File: src/rtl/lsu_ctrl.sv
// Load/store unit controller: issues one word-bus transaction per EX memory op, stalling the pipeline until done.
// Optional macro MISALIGN_TRAP_EN: reject misaligned accesses with a misalign pulse instead of force-aligning them.
module lsu_ctrl #(
    parameter int unsigned TIMEOUT_CYCLES = 255
) (
    input  logic        clk,
    input  logic        rst,
    input  logic        mem_read,
    input  logic        mem_write,
    input  logic [2:0]  funct3,
    input  logic [31:0] addr,
    input  logic [31:0] wdata,
    output logic        stall,
    output logic        bus_req,
    output logic        bus_we,
    output logic [31:0] bus_addr,
    output logic [3:0]  bus_be,
    output logic [31:0] bus_wdata,
    input  logic        bus_ack,
    input  logic [31:0] bus_rdata,
    output logic [31:0] load_data,
    output logic        load_valid,
    output logic        bus_err,
    output logic        misalign,
    output logic [1:0]  fsm_state
);

    typedef enum logic [1:0] {
        S_IDLE = 2'd0,
        S_REQ  = 2'd1,
        S_DONE = 2'd2
    } state_t;

    localparam logic [15:0] TO_LAST = 16'(TIMEOUT_CYCLES - 1);

    state_t      state_q, state_d;
    logic [15:0] cnt_q;
    logic [31:0] addr_q;
    logic [31:0] wdata_q;
    logic [2:0]  f3_q;
    logic        we_q;
    logic        err_q;
    logic        mis_q;
    logic [31:0] load_data_q;

    logic        capture;
    logic        ack_ok;
    logic        timeout;
    logic        trap_in;
    logic [31:0] load_ext;

`ifdef MISALIGN_TRAP_EN
    always_comb begin
        trap_in = 1'b0;
        if (funct3[1:0] == 2'b01)
            trap_in = addr[0];
        else if (funct3[1])
            trap_in = (addr[1:0] != 2'b00);
    end
`else
    assign trap_in = 1'b0;
`endif

    always_ff @(posedge clk) begin
        if (rst)
            state_q <= S_IDLE;
        else
            state_q <= state_d;
    end

    always_comb begin
        state_d = state_q;
        stall   = 1'b0;
        bus_req = 1'b0;
        capture = 1'b0;
        ack_ok  = 1'b0;
        timeout = 1'b0;
        case (state_q)
            S_IDLE: begin
                if (mem_read || mem_write) begin
                    stall   = 1'b1;
                    capture = 1'b1;
                    state_d = trap_in ? S_DONE : S_REQ;
                end
            end
            S_REQ: begin
                stall   = 1'b1;
                bus_req = 1'b1;
                // An ack in the final allowed cycle wins over the timeout.
                if (bus_ack) begin
                    ack_ok  = 1'b1;
                    state_d = S_DONE;
                end else if (cnt_q == TO_LAST) begin
                    timeout = 1'b1;
                    state_d = S_DONE;
                end
            end
            S_DONE:  state_d = S_IDLE;
            default: state_d = S_IDLE;
        endcase
    end

    always_ff @(posedge clk) begin
        if (rst) begin
            cnt_q       <= '0;
            addr_q      <= '0;
            wdata_q     <= '0;
            f3_q        <= '0;
            we_q        <= 1'b0;
            err_q       <= 1'b0;
            mis_q       <= 1'b0;
            load_data_q <= '0;
        end else begin
            if (state_q == S_REQ && !bus_ack)
                cnt_q <= cnt_q + 16'd1;
            else
                cnt_q <= '0;
            if (capture) begin
                addr_q  <= addr;
                wdata_q <= wdata;
                f3_q    <= funct3;
                we_q    <= mem_write;
                mis_q   <= trap_in;
                err_q   <= 1'b0;
            end
            if (ack_ok && !we_q)
                load_data_q <= load_ext;
            if (timeout) begin
                err_q       <= 1'b1;
                load_data_q <= '0;
            end
        end
    end

    // Lane selection for loads uses the captured address and size.
    always_comb begin
        logic [7:0]  lane_b;
        logic [15:0] lane_h;
        lane_b = bus_rdata[7:0];
        lane_h = addr_q[1] ? bus_rdata[31:16] : bus_rdata[15:0];
        case (addr_q[1:0])
            2'b00:   lane_b = bus_rdata[7:0];
            2'b01:   lane_b = bus_rdata[15:8];
            2'b10:   lane_b = bus_rdata[23:16];
            default: lane_b = bus_rdata[31:24];
        endcase
        case (f3_q[1:0])
            2'b00:   load_ext = f3_q[2] ? {24'd0, lane_b} : {{24{lane_b[7]}}, lane_b};
            2'b01:   load_ext = f3_q[2] ? {16'd0, lane_h} : {{16{lane_h[15]}}, lane_h};
            default: load_ext = bus_rdata;
        endcase
    end

    always_comb begin
        case (f3_q[1:0])
            2'b00: begin
                bus_be    = 4'b0001 << addr_q[1:0];
                bus_wdata = {4{wdata_q[7:0]}};
            end
            2'b01: begin
                bus_be    = addr_q[1] ? 4'b1100 : 4'b0011;
                bus_wdata = {2{wdata_q[15:0]}};
            end
            default: begin
                bus_be    = 4'b1111;
                bus_wdata = wdata_q;
            end
        endcase
    end

    assign bus_we     = we_q;
    assign bus_addr   = {addr_q[31:2], 2'b00};
    assign load_data  = load_data_q;
    assign load_valid = (state_q == S_DONE) && !we_q && !err_q && !mis_q;
    assign bus_err    = (state_q == S_DONE) && err_q;
    assign fsm_state  = state_q;
`ifdef MISALIGN_TRAP_EN
    assign misalign   = (state_q == S_DONE) && mis_q;
`else
    assign misalign   = 1'b0;
`endif

endmodule

File: config.mk
export PLATFORM = sky130hd
export DESIGN_NAME = lsu_ctrl
export DESIGN_NICKNAME = d
export VERILOG_FILES = /design/src/rtl/lsu_ctrl.sv
export SDC_FILE = /design/constraint.sdc
export NUM_CORES = 1
export LEC_CHECK = 0
export ABC_AREA = 1
export CORE_ASPECT_RATIO = 2
export CORE_MARGIN = 8
export CORE_UTILIZATION = 46
export DETAILED_ROUTE_END_ITERATION = 7
export PLACE_DENSITY = 0.79
export SYNTH_ARGS = -nofsm -noshare
export SYNTH_HDL_FRONTEND = slang
export SYNTH_SLANG_ARGS = --single-unit
File: constraint.sdc
create_clock -name clk -period 1.7 [get_ports clk]
set_input_delay 0.17 -clock clk [delete_from_list [all_inputs] [get_ports clk]]
set_output_delay 0.17 -clock clk [all_outputs]
set_load 0.01 [all_outputs]
==> key figures, run 1 <==
Power
  – Power Density: 1070 nW/um^2
  – Max VDD drop: 932.6 uV
  – Leak: 3.778 nW
  – Power Total: 9.366 mW

Placement
  – IO buf count: 208
  – RD Place Congestion: 0.9505
  – Inst Count DP: 1200
  – Instance area after placement: 8124 sq um
  – Detail Placement HPWL: 15.02 mm
  – Post-place setup slack: 20.50 ps

GRT
  – Initial antenna violation count: 1
  – Vias in the first global route: 6167
  – Total grt overflow: 0
  – First-pass GRT wire length: 31.47 mm
  – Largest net degree at the start of global routing: 62
  – Total GRT Usage: 0.2253

Logic synthesis
  – Synth top area cells: dfxtp_1 40%, nand2_1 12%, nor2_1 11%
  – Synth Register Bits: 119
  – Synthesized area per cell: 6.764 sq um
  – Synth top area share: 0.3958
  – Post-synth top area cell: dfxtp_1
  – Cell Area, Synth: 6020 sq um
  – Yosys synthesis warning count: 0
  – Unique masters post-synth: 34
  – Register area share after synthesis: 0.3958
  – Synthesized instance count: 890

Worst setup path
  – Crit-path cells: inv_2 -> nand2_4 -> nor2_4 -> nor2_1 -> dlygate4sd2_1
  – Endpoint class of the critical path: output pin
  – R2r startpoint: cnt_q[0]$_SDFF_PP0_
  – R2R Path End: cnt_q[14]$_SDFF_PP0_
  – Critical-path maximum fanout: 7
  – Critical path arrival: 1470 ps
  – R2R setup slack: 190 ps
  – Top Family by Delay on Critical Path: buffers and inverters
  – Worst path slowest cell: dfxtp_2
  – Critical Path Max Stage Delay: 340 ps
  – Data required time at the worst endpoint: 1530 ps
  – WS Path Type: flip-flop to output pin
  – Crit path launch type: flip-flop
  – WP buf/inv: 2
  – Cells on worst reg2reg path: 8

Detailed routing
  – DR DRC count: 0
  – Routed wire length: 19.85 mm
  – Initial DRC Count: 285
  – Vias per cell: 5.097
  – Avg WL per Cell: 16.06 um
  – Routed Antenna Nets: 0
  – 1st-pass router iterations: 7
  – Via count: 6300

Cells and area
  – Non-filler cells in the finished layout: 1236
  – Most frequent cells in the layout: 194 x nand2_1, 181 x nor2_1, 176 x clkdlybuf4s50_1, 114 x dfxtp_1, 78 x o21ai_0
  – Commonest non-fill, non-tap cell in the layout: nand2_1
  – Post-layout nets: 1175
  – Post-layout util: 0.6773
  – Layout cells sized above 1: 0.1340
  – Final instance area: 8750 sq um
  – Layout Area Growth over Synthesis: 45.35%

Clock tree
  – Total CTS buffers: 17
  – Worst-path clk slew: 60 ps
  – Buffer depth of the longest clock path: 2
  – Worst-skew pair later-pin latency: 410 ps
  – Root buf cell: clkbuf_16
  – CTS Hold Bufs: 0
  – TritonCTS clock tree: done
  – Clock sinks: 119
  – H-tree Lvls: 4

Die
  – Cell row count: 59
  – Die Span X: 96.89 um
  – Die Y-Extent: 177.8 um
  – Starting Density: 0.4660
  – I/O pins: 212
  – DIE AREA: 17220 sq um
  – Core Region: 12920 sq um

Outcome
  – Status: complete, no violations

Hold path
  – Hold Crit Class: input port to flip-flop
  – Hold Crit Start: addr[23]
  – Hold Path End: addr_q[23]$_SDFFE_PP0P_
  – Hold path cells: 3

Timing
  – Final setup violation count: 0
  – Fin Hold WS: 379.6 ps
  – Tmin final: 1638 ps
  – Final Hold Fails: 0
  – Tcrit/Tclk final: 0.9637
  – Peak Freq: 610.4 MHz
  – Post-route setup slack: 61.75 ps
  – Post-route setup TNS: 0 ps
  – Layout Skew: 16.81 ps
  – Slew Limit Fails: 0

Flow run
  – Max_cap viols: 0
==> worst max-delay path by stage <==
stage | from | end | slack [ps] | depth (start not counted)
2_1_floorplan | fsm_state[1]$_SDFFE_PP0P_ | load_data[21]$_SDFFE_PP0P_ | 320 | 10
6_report | f3_q[0]$_SDFFE_PP0P_ | bus_be[1] | 60 | 5
3_3_place_gp | bus_ack | load_data[14]$_SDFFE_PP0P_ | 30 | 9
5_1_grt | f3_q[1]$_SDFFE_PP0P_ | bus_be[1] | -10 | 5
3_5_place_dp | bus_ack | load_data[10]$_SDFFE_PP0P_ | 20 | 9
4_1_cts | f3_q[1]$_SDFFE_PP0P_ | bus_wdata[14] | -8 | 5
==> repair_timing <==
item / in CTS / in global routing
endpoints found under the setup margin: 32 / 21
pin swaps: 0 / 1
buffers inserted: 0 / 1
gates resized for setup: 76 / 29
cloned: 0 / 1
==> routing by layer <==
metal / global-route usage / vias to the layer above / share of wire
met1: 0.2268 / 2860 / 0.37
met5: 0 / - / 0
met3: 0.07135 / 53 / 0.068
li1: - / 3144 / -
met4: 0.1485 / 0 / 0.057
met2: 0.3911 / 243 / 0.50
==> registers in the layout (all words and copies together), names as in the netlist <==
register	count
err_q	1
f3_q	3
wdata_q	32
cnt_q	16
load_data	32
bus_we	1
fsm_state	2
addr_q	32
==> cells in the mapped netlist (all sizes together) <==
cell type / number
nand2: 202
nor2: 189
dfxtp: 119
o21ai: 79
buf: 69
nand3: 63
a21oi: 50
inv: 43
or2: 35
clkbuf: 19
nor3: 5
clkinv: 3
nand4: 3
ha: 2
nor3b: 2
o211ai: 2
a31oi: 1
conb: 1
o21a: 1
xnor2: 1
xor2: 1
==> report_power, final <==
group	switching, mW	total, mW	leakage (nW)	internal, mW
Sequential	0.174	3.23	0.982	3.06
Clock	1.37	3.78	0.297	2.40
Combinational	1.25	2.36	2.50	1.11
Total	2.80	9.37	3.78	6.57
==> layout make-up <==
cell class | count | area (sq um)
antenna | 2 | 5.005
clock buffer | 19 | 452.9
clock inverter | 13 | 170.2
fill | 1111 | 4169
inverter | 46 | 177.7
multi-input combinational | 639 | 2954
sequential | 119 | 2391
tap | 152 | 190.2
timing repair buffer | 246 | 2409
==> cell families after synthesis <==
family	count (synthesis)	synth area share
compound gates	133	0.1189
xor+xnor	2	0.002911
fa+ha+maj	2	0.004156
buf+inv	134	0.1228
flops	119	0.3958
other cells	1	0.0006230
simple gates	499	0.3548
==> tightest hold or removal path: cells and delay by family <==
kind | cells | cell delay, ps
buffers and inverters | 1 | 390
AO/OA/AOI/OAI | 1 | 150
AND/OR/NAND/NOR | 1 | 40
No activity file was read; power rests on OpenSTA's default activity.
==> inputs of run 2 (changes only) <==
--- a/config.mk
+++ b/config.mk
@@ -11,6 +11,7 @@
 export CORE_UTILIZATION = 46
 export DETAILED_ROUTE_END_ITERATION = 7
 export PLACE_DENSITY = 0.79
+export REMOVE_ABC_BUFFERS = 1
 export SYNTH_ARGS = -nofsm -noshare
 export SYNTH_HDL_FRONTEND = slang
 export SYNTH_SLANG_ARGS = --single-unit
==> key figures, run 2 (same netlist as run 1, synthesis figures left out) <==
Outcome
  – Status: complete, no violations

Clock tree
  – Worst-skew pair later-pin latency: 410 ps (about the same)
  – Worst-path clk slew: 60 ps (about the same)
  – H-tree Lvls: 4 (unchanged)
  – Clock sinks: 119 (unchanged)
  – Total CTS buffers: 17 (unchanged)
  – Buffer depth of the longest clock path: 2 (unchanged)
  – Root buf cell: clkbuf_16
  – TritonCTS clock tree: done
  – CTS Hold Bufs: 0 (unchanged)

Worst setup path
  – Cells on worst reg2reg path: 8 (unchanged)
  – Crit path launch type: flip-flop
  – R2R Path End: load_data[31]$_SDFFE_PP0P_
  – Worst Setup EP: bus_wdata[30]
  – Worst path slowest cell: dfxtp_4
  – R2r startpoint: f3_q[0]$_SDFFE_PP0P_
  – Critical-path maximum fanout: 7 (unchanged)
  – CP most frequent cell: buf_6
  – Critical path arrival: 1490 ps (+20 ps)
  – Critical Path Max Stage Delay: 390 ps (+50 ps)
  – Endpoint class of the critical path: output pin
  – Crit-path cells: nor2_4 -> buf_6 -> buf_6 -> nand2_4 -> o211ai_1 -> buf_2
  – R2R setup slack: 160 ps (-30 ps)
  – WS Path Type: flip-flop to output pin
  – Data required time at the worst endpoint: 1530 ps (about the same)
  – Critical path startpoint: f3_q[1]$_SDFFE_PP0P_

Detailed routing
  – Avg WL per Cell: 16.02 um (-0.22%)
  – Wire length on met2: 10.58 mm (+6.2%)
  – Via count: 6179 (-1.9%)
  – DR DRC count: 0 (unchanged)
  – 1st-pass router iterations: 6 (-1)
  – Routed wire length: 19.69 mm (-0.78%)
  – Initial DRC Count: 271 (-4.9%)
  – Routed Antenna Nets: 0 (unchanged)
  – Routed wl met3: 1.418 mm (+4.5%)
  – Top sig layer: met4
  – Vias per cell: 5.028 (-1.4%)
  – Routed metal-1 wire length: 6.764 mm (-8.4%)

Timing
  – Slew Limit Fails: 0 (unchanged)
  – Slew HR: 0.6381
  – Final setup violation count: 0 (unchanged)
  – RSZ-0062 raised after global routing: true
  – Post-route setup TNS: 0 ps (unchanged)
  – Tmin final: 1656 ps (+18.10 ps)
  – Tcrit/Tclk final: 0.9743 (+0.01065)
  – Final Hold Fails: 0 (unchanged)
  – Actual slew at the worst max-slew pin: 538.7 ps
  – Peak Freq: 603.7 MHz (-1.1%)
  – Layout Skew: 7.903 ps (-8.907 ps)

Cells and area
  – Layout cells sized above 1: 0.1312 (-0.002848)
  – Most frequent cells in the layout: 193 x nand2_1, 179 x nor2_1, 176 x clkdlybuf4s50_1, 114 x dfxtp_1, 78 x o21ai_0
  – Post-layout nets: 1168 (-0.60%)
  – Register area: 2394 sq um (+0.10%)
  – Layout Area Growth over Synthesis: 43.80%
  – Multi-input combinational cell area: 2963 sq um (+0.30%)
  – Commonest non-fill, non-tap cell in the layout: nand2_1
  – FILL cells: 1145 (+3.1%)

GRT
  – Total GRT Usage: 0.2254 (about the same)
  – First-pass GRT wire length: 31.45 mm (about the same)
  – Vias in the first global route: 6279 (+1.8%)
  – Initial antenna violation count: 2 (+1)
  – Largest net degree at the start of global routing: 75 (+21%)
  – Total grt overflow: 0 (unchanged)

Die
  – I/O pins: 212 (unchanged)
  – Die Span X: 96.89 um (unchanged)
  – Die Y-Extent: 177.8 um (unchanged)
  – DIE AREA: 17220 sq um (unchanged)
  – Cell row count: 59 (unchanged)
  – Starting Density: 0.4660 (unchanged)
  – Core Region: 12920 sq um (unchanged)

Placement
  – IO buf count: 208 (unchanged)
  – Detail Placement HPWL: 14.81 mm (-1.3%)
  – RD Place Congestion: 0.9202 (-3.2%)

Flow run
  – Max_cap viols: 0 (unchanged)

Power
  – Leak: 3.738 nW (-1.1%)
  – Power Density: 1065 nW/um^2 (-0.54%)
  – Max VDD drop: 881.0 uV (-5.5%)
  – Power Total: 9.216 mW (-1.6%)

Hold path
  – Hold Crit Class: input port to flip-flop
==> run 2: cell types whose count changed in the layout (fill, tap and decap cells not counted), sizes merged <==
cell,change
buf,-7
inv,+4
clkdlybuf4s15,-3
clkbuf,+2
bufinv,-1
clkinv,-1
clkinvlp,-1
==> run 2: metrics by stage <==
step | worst slack [ps] | util | std cells | cell area [sq um] | hold WS, ps
after global placement | 70.06 | 0.6213 | 1192 | 8026 | 447.9
final | 43.65 | 0.6700 | 1229 | 8656 | 384.9
after detailed placement | 48.03 | 0.6213 | 1192 | 8026 | 460.1
after global routing | -44.16 | 0.6700 | 1229 | 8656 | 391.1
after CTS | 1.831 | 0.6671 | 1226 | 8618 | 370.7
after floorplan | -1554 | - | 804 | 5460 | 239.1
==> run 2: worst min-delay path by stage <==
stage / startpoint / endpoint / slack, ps / cells after the start
finish: wdata[27] / wdata_q[27]$_SDFFE_PP0P_ / 380 / 3
global route: wdata[1] / wdata_q[1]$_SDFFE_PP0P_ / 390 / 3
global placement: cnt_q[15]$_SDFF_PP0_ / cnt_q[15]$_SDFF_PP0_ / 450 / 2
detailed placement: cnt_q[15]$_SDFF_PP0_ / cnt_q[15]$_SDFF_PP0_ / 460 / 2
floorplan: rst / bus_we$_SDFFE_PP0P_ / 240 / 1
CTS: addr[9] / addr_q[9]$_SDFFE_PP0P_ / 370 / 3
==> run 2: area by class of cell <==
| cell class | instances | area share |
|---|---|---|
| Antenna cell | 2 | 0.0005782 |
| Clock buffer | 18 | 0.05074 |
| Clock inverter | 14 | 0.01879 |
| Inverter | 46 | 0.02082 |
| Multi-Input combinational cell | 639 | 0.3423 |
| Sequential cell | 119 | 0.2765 |
| Tap cell | 152 | 0.02197 |
| Timing Repair Buffer | 239 | 0.2683 |
==> run 2: layer usage <==
layer | up-vias | track usage
met5 | - | 0
met4 | 0 | 0.1388
met3 | 61 | 0.06940
met2 | 241 | 0.4203
met1 | 2753 | 0.2074
li1 | 3124 | -
==> run 2: timing repair <==
| item | 4_1_cts | 5_1_grt |
|---|---|---|
| setup endpoints to repair | 32 | 26 |
| gates resized for setup | 71 | 43 |
| pin swaps | 1 | 5 |
| setup buffers | 2 | 1 |
==> run 2: where the power goes <==
part	switching, mW	internal [mW]	total, mW
Combinational	1.24	1.12	2.36
Sequential	0.174	3.06	3.23
Clock	1.39	2.24	3.63
==> run 2: critical path, delay by kind of cell (launching register included) <==
kind | cells | cell delay [ps]
buf+inv | 3 | 440
simple gates | 2 | 170
flops | 1 | 390
compound gates | 1 | 90
==> inputs of run 3 (changes only) <==
==> constraint.sdc (replaced) <==
create_clock -name clk -period 1.65 [get_ports clk]
set_input_delay 0.165 -clock clk [delete_from_list [all_inputs] [get_ports clk]]
set_output_delay 0.165 -clock clk [all_outputs]
set_load 0.01 [all_outputs]
==> key figures, run 3 (same netlist as run 1, synthesis figures left out) <==
Worst setup path
  – WS Path Type: flip-flop to output pin
  – Cells on worst reg2reg path: 9 (+1)
  – Critical path startpoint: f3_q[1]$_SDFFE_PP0P_
  – Endpoint class of the critical path: output pin
  – R2r startpoint: f3_q[1]$_SDFFE_PP0P_
  – Critical-path maximum fanout: 5 (-2)
  – Critical path arrival: 1530 ps (+40 ps)
  – Worst Setup EP: bus_wdata[29]
  – R2R Path End: load_data[2]$_SDFFE_PP0P_
  – R2R setup slack: 100 ps (-60 ps)
  – Crit path launch type: flip-flop
  – Data required time at the worst endpoint: 1480 ps (-50 ps)

Power
  – Max VDD drop: 836.1 uV (-5.1%)
  – Leak: 3.821 nW (+2.2%)
  – Power Density: 1092 nW/um^2 (+2.6%)
  – Power Total: 9.643 mW (+4.6%)

Detailed routing
  – Routed wire length: 20.18 mm (+2.5%)
  – Via count: 6311 (+2.1%)
  – Routed Antenna Nets: 0 (unchanged)
  – Avg WL per Cell: 16.25 um (+1.4%)
  – DR DRC count: 0 (unchanged)
  – 1st-pass router iterations: 4 (-2)
  – Vias per cell: 5.081 (+1.1%)
  – Initial DRC Count: 238 (-12%)

Outcome
  – Failing checks: negative setup slack
  – Status: finished with violations

Die
  – DIE AREA: 17220 sq um (unchanged)
  – Cell row count: 59 (unchanged)
  – Die Y-Extent: 177.8 um (unchanged)
  – Starting Density: 0.4660 (unchanged)
  – Core Region: 12920 sq um (unchanged)
  – Die Span X: 96.89 um (unchanged)
  – I/O pins: 212 (unchanged)

Placement
  – Post-place setup slack: -8.893 ps (-56.92 ps)
  – RD Place Congestion: 0.9091 (-1.2%)
  – IO buf count: 208 (unchanged)
  – Detail Placement HPWL: 14.76 mm (-0.40%)
  – Instance area after placement: 8044 sq um (+0.22%)

GRT
  – Largest net degree at the start of global routing: 75 (unchanged)
  – Initial antenna violation count: 1 (-1)
  – First-pass GRT wire length: 31.68 mm (+0.72%)
  – Vias in the first global route: 6283 (+0.064%)
  – Total grt overflow: 0 (unchanged)
  – Total GRT Usage: 0.2268 (+0.001447)

Timing
  – RSZ-0062 raised after global routing: true
  – Peak Freq: 591.5 MHz
  – Post-route setup slack: -40.61 ps (-84.26 ps)
  – Slew Limit Fails: 0 (unchanged)
  – Final setup violation count: 9 (+9)
  – Layout Skew: 12.20 ps (+4.292 ps)
  – Slew HR: 0.6452 (+0.007107)
  – Actual slew at the worst max-slew pin: 528.1 ps (-10.58 ps)
  – Tcrit/Tclk final: 1.025
  – Tmin final: 1691 ps
  – Final Hold Fails: 0 (unchanged)

Clock tree
  – H-tree Lvls: 4 (unchanged)
  – Clock sinks: 119 (unchanged)
  – Worst-skew pair later-pin latency: 410 ps (about the same)
  – Buffer depth of the longest clock path: 2 (unchanged)
  – Worst-path clk slew: 60 ps (about the same)
  – Total CTS buffers: 17 (unchanged)
  – Root buf cell: clkbuf_16
  – TritonCTS clock tree: done

Cells and area
  – Post-layout nets: 1179 (+0.94%)
  – Most frequent cells in the layout: 184 x nand2_1, 180 x nor2_1, 176 x clkdlybuf4s50_1, 113 x dfxtp_1, 76 x o21ai_0
  – Layout cells sized above 1: 0.1611 (+0.02998)
  – Final instance area: 8828 sq um (+2.0%)
  – Layout Area Growth over Synthesis: 46.66%
  – Commonest non-fill, non-tap cell in the layout: nand2_1

Hold path
  – Hold Crit Class: input port to flip-flop
  – Hold path cells: 3 (unchanged)

Flow run
  – Max_cap viols: 0 (unchanged)
[run 3: worst min-delay path by stage]
stage | startpoint | to | slack, ps
floorplan | rst | bus_we$_SDFFE_PP0P_ | 230
global placement | cnt_q[15]$_SDFF_PP0_ | cnt_q[15]$_SDFF_PP0_ | 450
detailed placement | cnt_q[15]$_SDFF_PP0_ | cnt_q[15]$_SDFF_PP0_ | 460
CTS | addr[31] | addr_q[31]$_SDFFE_PP0P_ | 360
global route | addr[3] | addr_q[3]$_SDFFE_PP0P_ | 380
finish | addr[31] | addr_q[31]$_SDFFE_PP0P_ | 380
[run 3: area by class of cell]
type	instances	area (sq um)
well taps	152	190.2
clock inverters	12	152.6
repair buffers	250	2435
multi-input cells	639	3022
fillers	1081	4090
flip-flops and latches	119	2395
clock buffers	20	446.7
diodes	4	10.01
inverters	46	177.7
[run 3: where the power goes]
group / internal, mW / total [mW] / switching [mW]
Sequential: 3.15 / 3.32 / 0.173
Clock: 2.41 / 3.75 / 1.34
Combinational: 1.23 / 2.57 / 1.34
[run 3: worst max-delay path: stages (launching register included)]
cell and delay [ps]:
dfxtp_4 370, buf_6 120, nor2_4 120, buf_6 140, buf_6 100, nand2_4 30, o211ai_1 80, buf_2 160
[run 3: repair_timing]
item / CTS / global route
pin swaps: 7 / 7
hold buffers: 0 / 0
cloned: 1 / 0
setup buffers: 5 / 5
resized for setup: 144 / 31
endpoints found under the setup margin: 32 / 29
[run 3: metal layers]
| layer | part of all wire | up-vias | GRT usage | wire length, um |
|---|---|---|---|---|
| li1 | - | 3146 | - | - |
| met1 | 0.36 | 2886 | 0.2091 | 7192 |
| met2 | 0.54 | 227 | 0.4081 | 10870 |
| met3 | 0.065 | 52 | 0.08499 | 1313 |
| met4 | 0.040 | 0 | 0.1478 | 805 |
| met5 | 0 | - | 0 | 0 |
[run 3: metrics by stage]
stage               instances  setup TNS [ps]    util  hold WS [ps]
global route             1239           -1011  0.6828         379.6
global placement         1196               0  0.6227         446.7
CTS                      1234          -275.4  0.6754         359.8
finish                   1242          -153.6  0.6834         376.1
floorplan                 804         -130130       -         234.1
detailed placement       1196          -8.893  0.6227         458.7
==> variant, RTL diff (settings of run 1) <==
Build with the macro `MISALIGN_TRAP_EN` defined.
--- a/src/rtl/lsu_ctrl.sv
+++ b/src/rtl/lsu_ctrl.sv
@@ -1,5 +1,7 @@
 // Load/store unit controller: issues one word-bus transaction per EX memory op, stalling the pipeline until done.
 // Optional macro MISALIGN_TRAP_EN: reject misaligned accesses with a misalign pulse instead of force-aligning them.
+`define MISALIGN_TRAP_EN
+
 module lsu_ctrl #(
     parameter int unsigned TIMEOUT_CYCLES = 255
 ) (
Formal check against the unedited RTL: not equivalent (Yosys sat finds a counterexample within 4 cycles, from zero or initial values and one cycle with rst high).
==> variant against run 1 <==
  * Sequential power is 2% higher
  * Clock skew is 0.0079 ns lower
  * Routed wire length is 2.2% higher
  * Clock power is 7.7% lower
  * Cell area is 0.26% lower
  * Total power is 0.45% lower
  * Fmax is 2.3% lower
  * Non-clock buffer count is 5 lower
  * Area after synthesis is 0.25% higher
  * Sequential cell count is 1 higher
  * Synthesized cell count is 0.90% higher
  * Die area is 0.22% higher
  * Worst setup slack worse by 0.038 ns
  * Critical endpoint is now bus_be[3]
==> variant: results (changes against run 1) <==
stage	metric	value	unit	change
routing	Initial DRC Count	317		+11%
logic_synthesis	register area share after synthesis	39.8	%	+0.23 points
logic_synthesis	synth cell count leaders	nand2_1 (200), nor2_1 (186), dfxtp_1 (120)		
logic_synthesis	top cell type's share of synthesized area	39.8	%	+0.23 points
placed_design	port bufs	209		+0.48%
setup_path	WP data arrival	1.51	ns	+0.04 ns
logic_synthesis	Syn. warnings	0		unchanged
clock_network	Inserted Clock Buffers	17		unchanged
routing	TritonRoute pass-1 iters	5		-2
global_route	vias in the first global route	6245		+1.3%
logic_synthesis	post-synthesis cell type count	34		unchanged
global_route	largest net degree at the start of global routing	69		+11%
setup_path	slowest CP cell	dfxtp_4		
setup_path	CP delay by family, top	buffers and inverters		
setup_path	Crit path largest cell delay	0.38	ns	+0.04 ns
pwr	worst ir drop on vdd	0.873	mV	-6.4%
outcome	outcome	completed		
sta	Hold Fails Final Rpt	0		unchanged
clock_network	worst skew pair latency	0.41	ns	about the same
logic_synthesis	FFs w/ async S/R, synth	0	%	unchanged
clock_network	clk slew on worst S/H paths	0.06	ns	about the same
global_route	first-pass GRT wire length	31500	um	unchanged
hold_path	Hold Path Class	in2reg		
finish	share of cells above drive strength 1	11.5	%	-1.9 points
finish	nets	1179		+0.34%
global_route	gr usage total	22.7	%	+0.21 points
placed_design	Final HPWL DP	15100	um	+0.43%
clock_network	H-tree depth	4		unchanged
routing	DR vias/cell	5.14		+0.79%
sta	Fin Clk Skew	0.00896	ns	-0.00785 ns
logic_synthesis	synth top area cells	dfxtp_1 (40%), nand2_1 (12%), nor2_1 (12%)		
setup_path	CP max FO	9		+2
placed_design	Placed Instance Area	8080	um^2	-0.49%
pwr	static leakage	3.93	nW	+4.1%
placed_design	Final Wtd Congestion	0.936		-1.5%
clock_network	CTS Root Cell	clkbuf_16		
global_route	number of antenna violations at the first check in global routing	0		-1
clock_network	worst-case clock buffer depth	2		unchanged
routing	drt wl/cell	16.4	um	+2.0%
logic_synthesis	Top FF cell, synth	dfxtp_1		
==> variant: cell count changes after synthesis, moves of 3 or more <==
cell / delta
a21oi_2: -5
nand4_1: +3
nand3_1: +3
a21oi_1: +4
nand2_4: -3
nand2_2: +3
nand2_1: +5
nor2_1: +3
==> variant: cells by family after synthesis <==
logic type | count (synthesis) | synth area share [%]
AOI/OAI and AO/OA | 128 | 11.1
xor gates and xnor gates | 4 | 0.581
adders and majority gates | 2 | 0.415
buffers and inverters | 132 | 12.1
DFF | 120 | 39.8
other | 1 | 0.0621
and+or+nand+nor | 511 | 36.0
==> variant: cell type report <==
cell class                      instances  area, um^2
Fill cell                            1105        4190
Multi-Input combinational cell        647        2950
Timing Repair Buffer                  241        2430
Sequential cell                       120        2410
Clock buffer                           19         443
Tap cell                              152         190
Inverter                               46         175
Clock inverter                         12         129
Antenna cell                            1        2.50
==> variant: worst min-delay path, cell delays in order <==
cell	delay, ns
clkdlybuf4s50_1	0.39
o21ai_0	0.15
nor2_1	0.04
==> variant: metal layers <==
metal	part of all wire, %	GRT usage [%]	vias to the layer above
met5	0	0	-
met4	4.7	15.0	0
met3	7.4	5.70	57
met2	54	42.8	258
met1	33	21.1	2885
li1	-	-	3160
==> variant: stage by stage <==
| step | std cells | total power, mW | hold slack, ns | worst slack (ns) |
|---|---|---|---|---|
| after global placement | 1204 | 5.88 | 0.445 | 0.0419 |
| after detailed placement | 1204 | 5.91 | 0.456 | 0.00184 |
| after global routing | 1237 | 9.76 | 0.391 | -0.0294 |
| after CTS | 1236 | 9.39 | 0.365 | -0.265 |
| after floorplan | 899 | 4.72 | 0.239 | 0.338 |
| final | 1238 | 9.32 | 0.380 | 0.0239 |
==> variant: repair_timing <==
action / 4_1_cts / 5_1_grt
pin swaps: 2 / 1
cloned: 0 / 0
setup endpoints to repair: 33 / 31
setup buffers: 1 / 1
resized for setup: 49 / 33
==> variant: worst paths after layout <==
path,depth (start not counted),slack (ns),startpoint,end
setup / recovery,5,0.02,f3_q[1],bus_be[3]
hold / removal,3,0.38,addr[25],addr_q[25]
setup reg to reg,7,0.11,cnt_q[1],cnt_q[10]
hold reg to reg,2,0.47,cnt_q[15],cnt_q[15]
==> variant: power by group <==
part	switching (mW)	leakage [nW]	internal [mW]
registers	0.195	0.989	3.10
clock network	1.31	0.275	2.18
logic	1.33	2.67	1.21
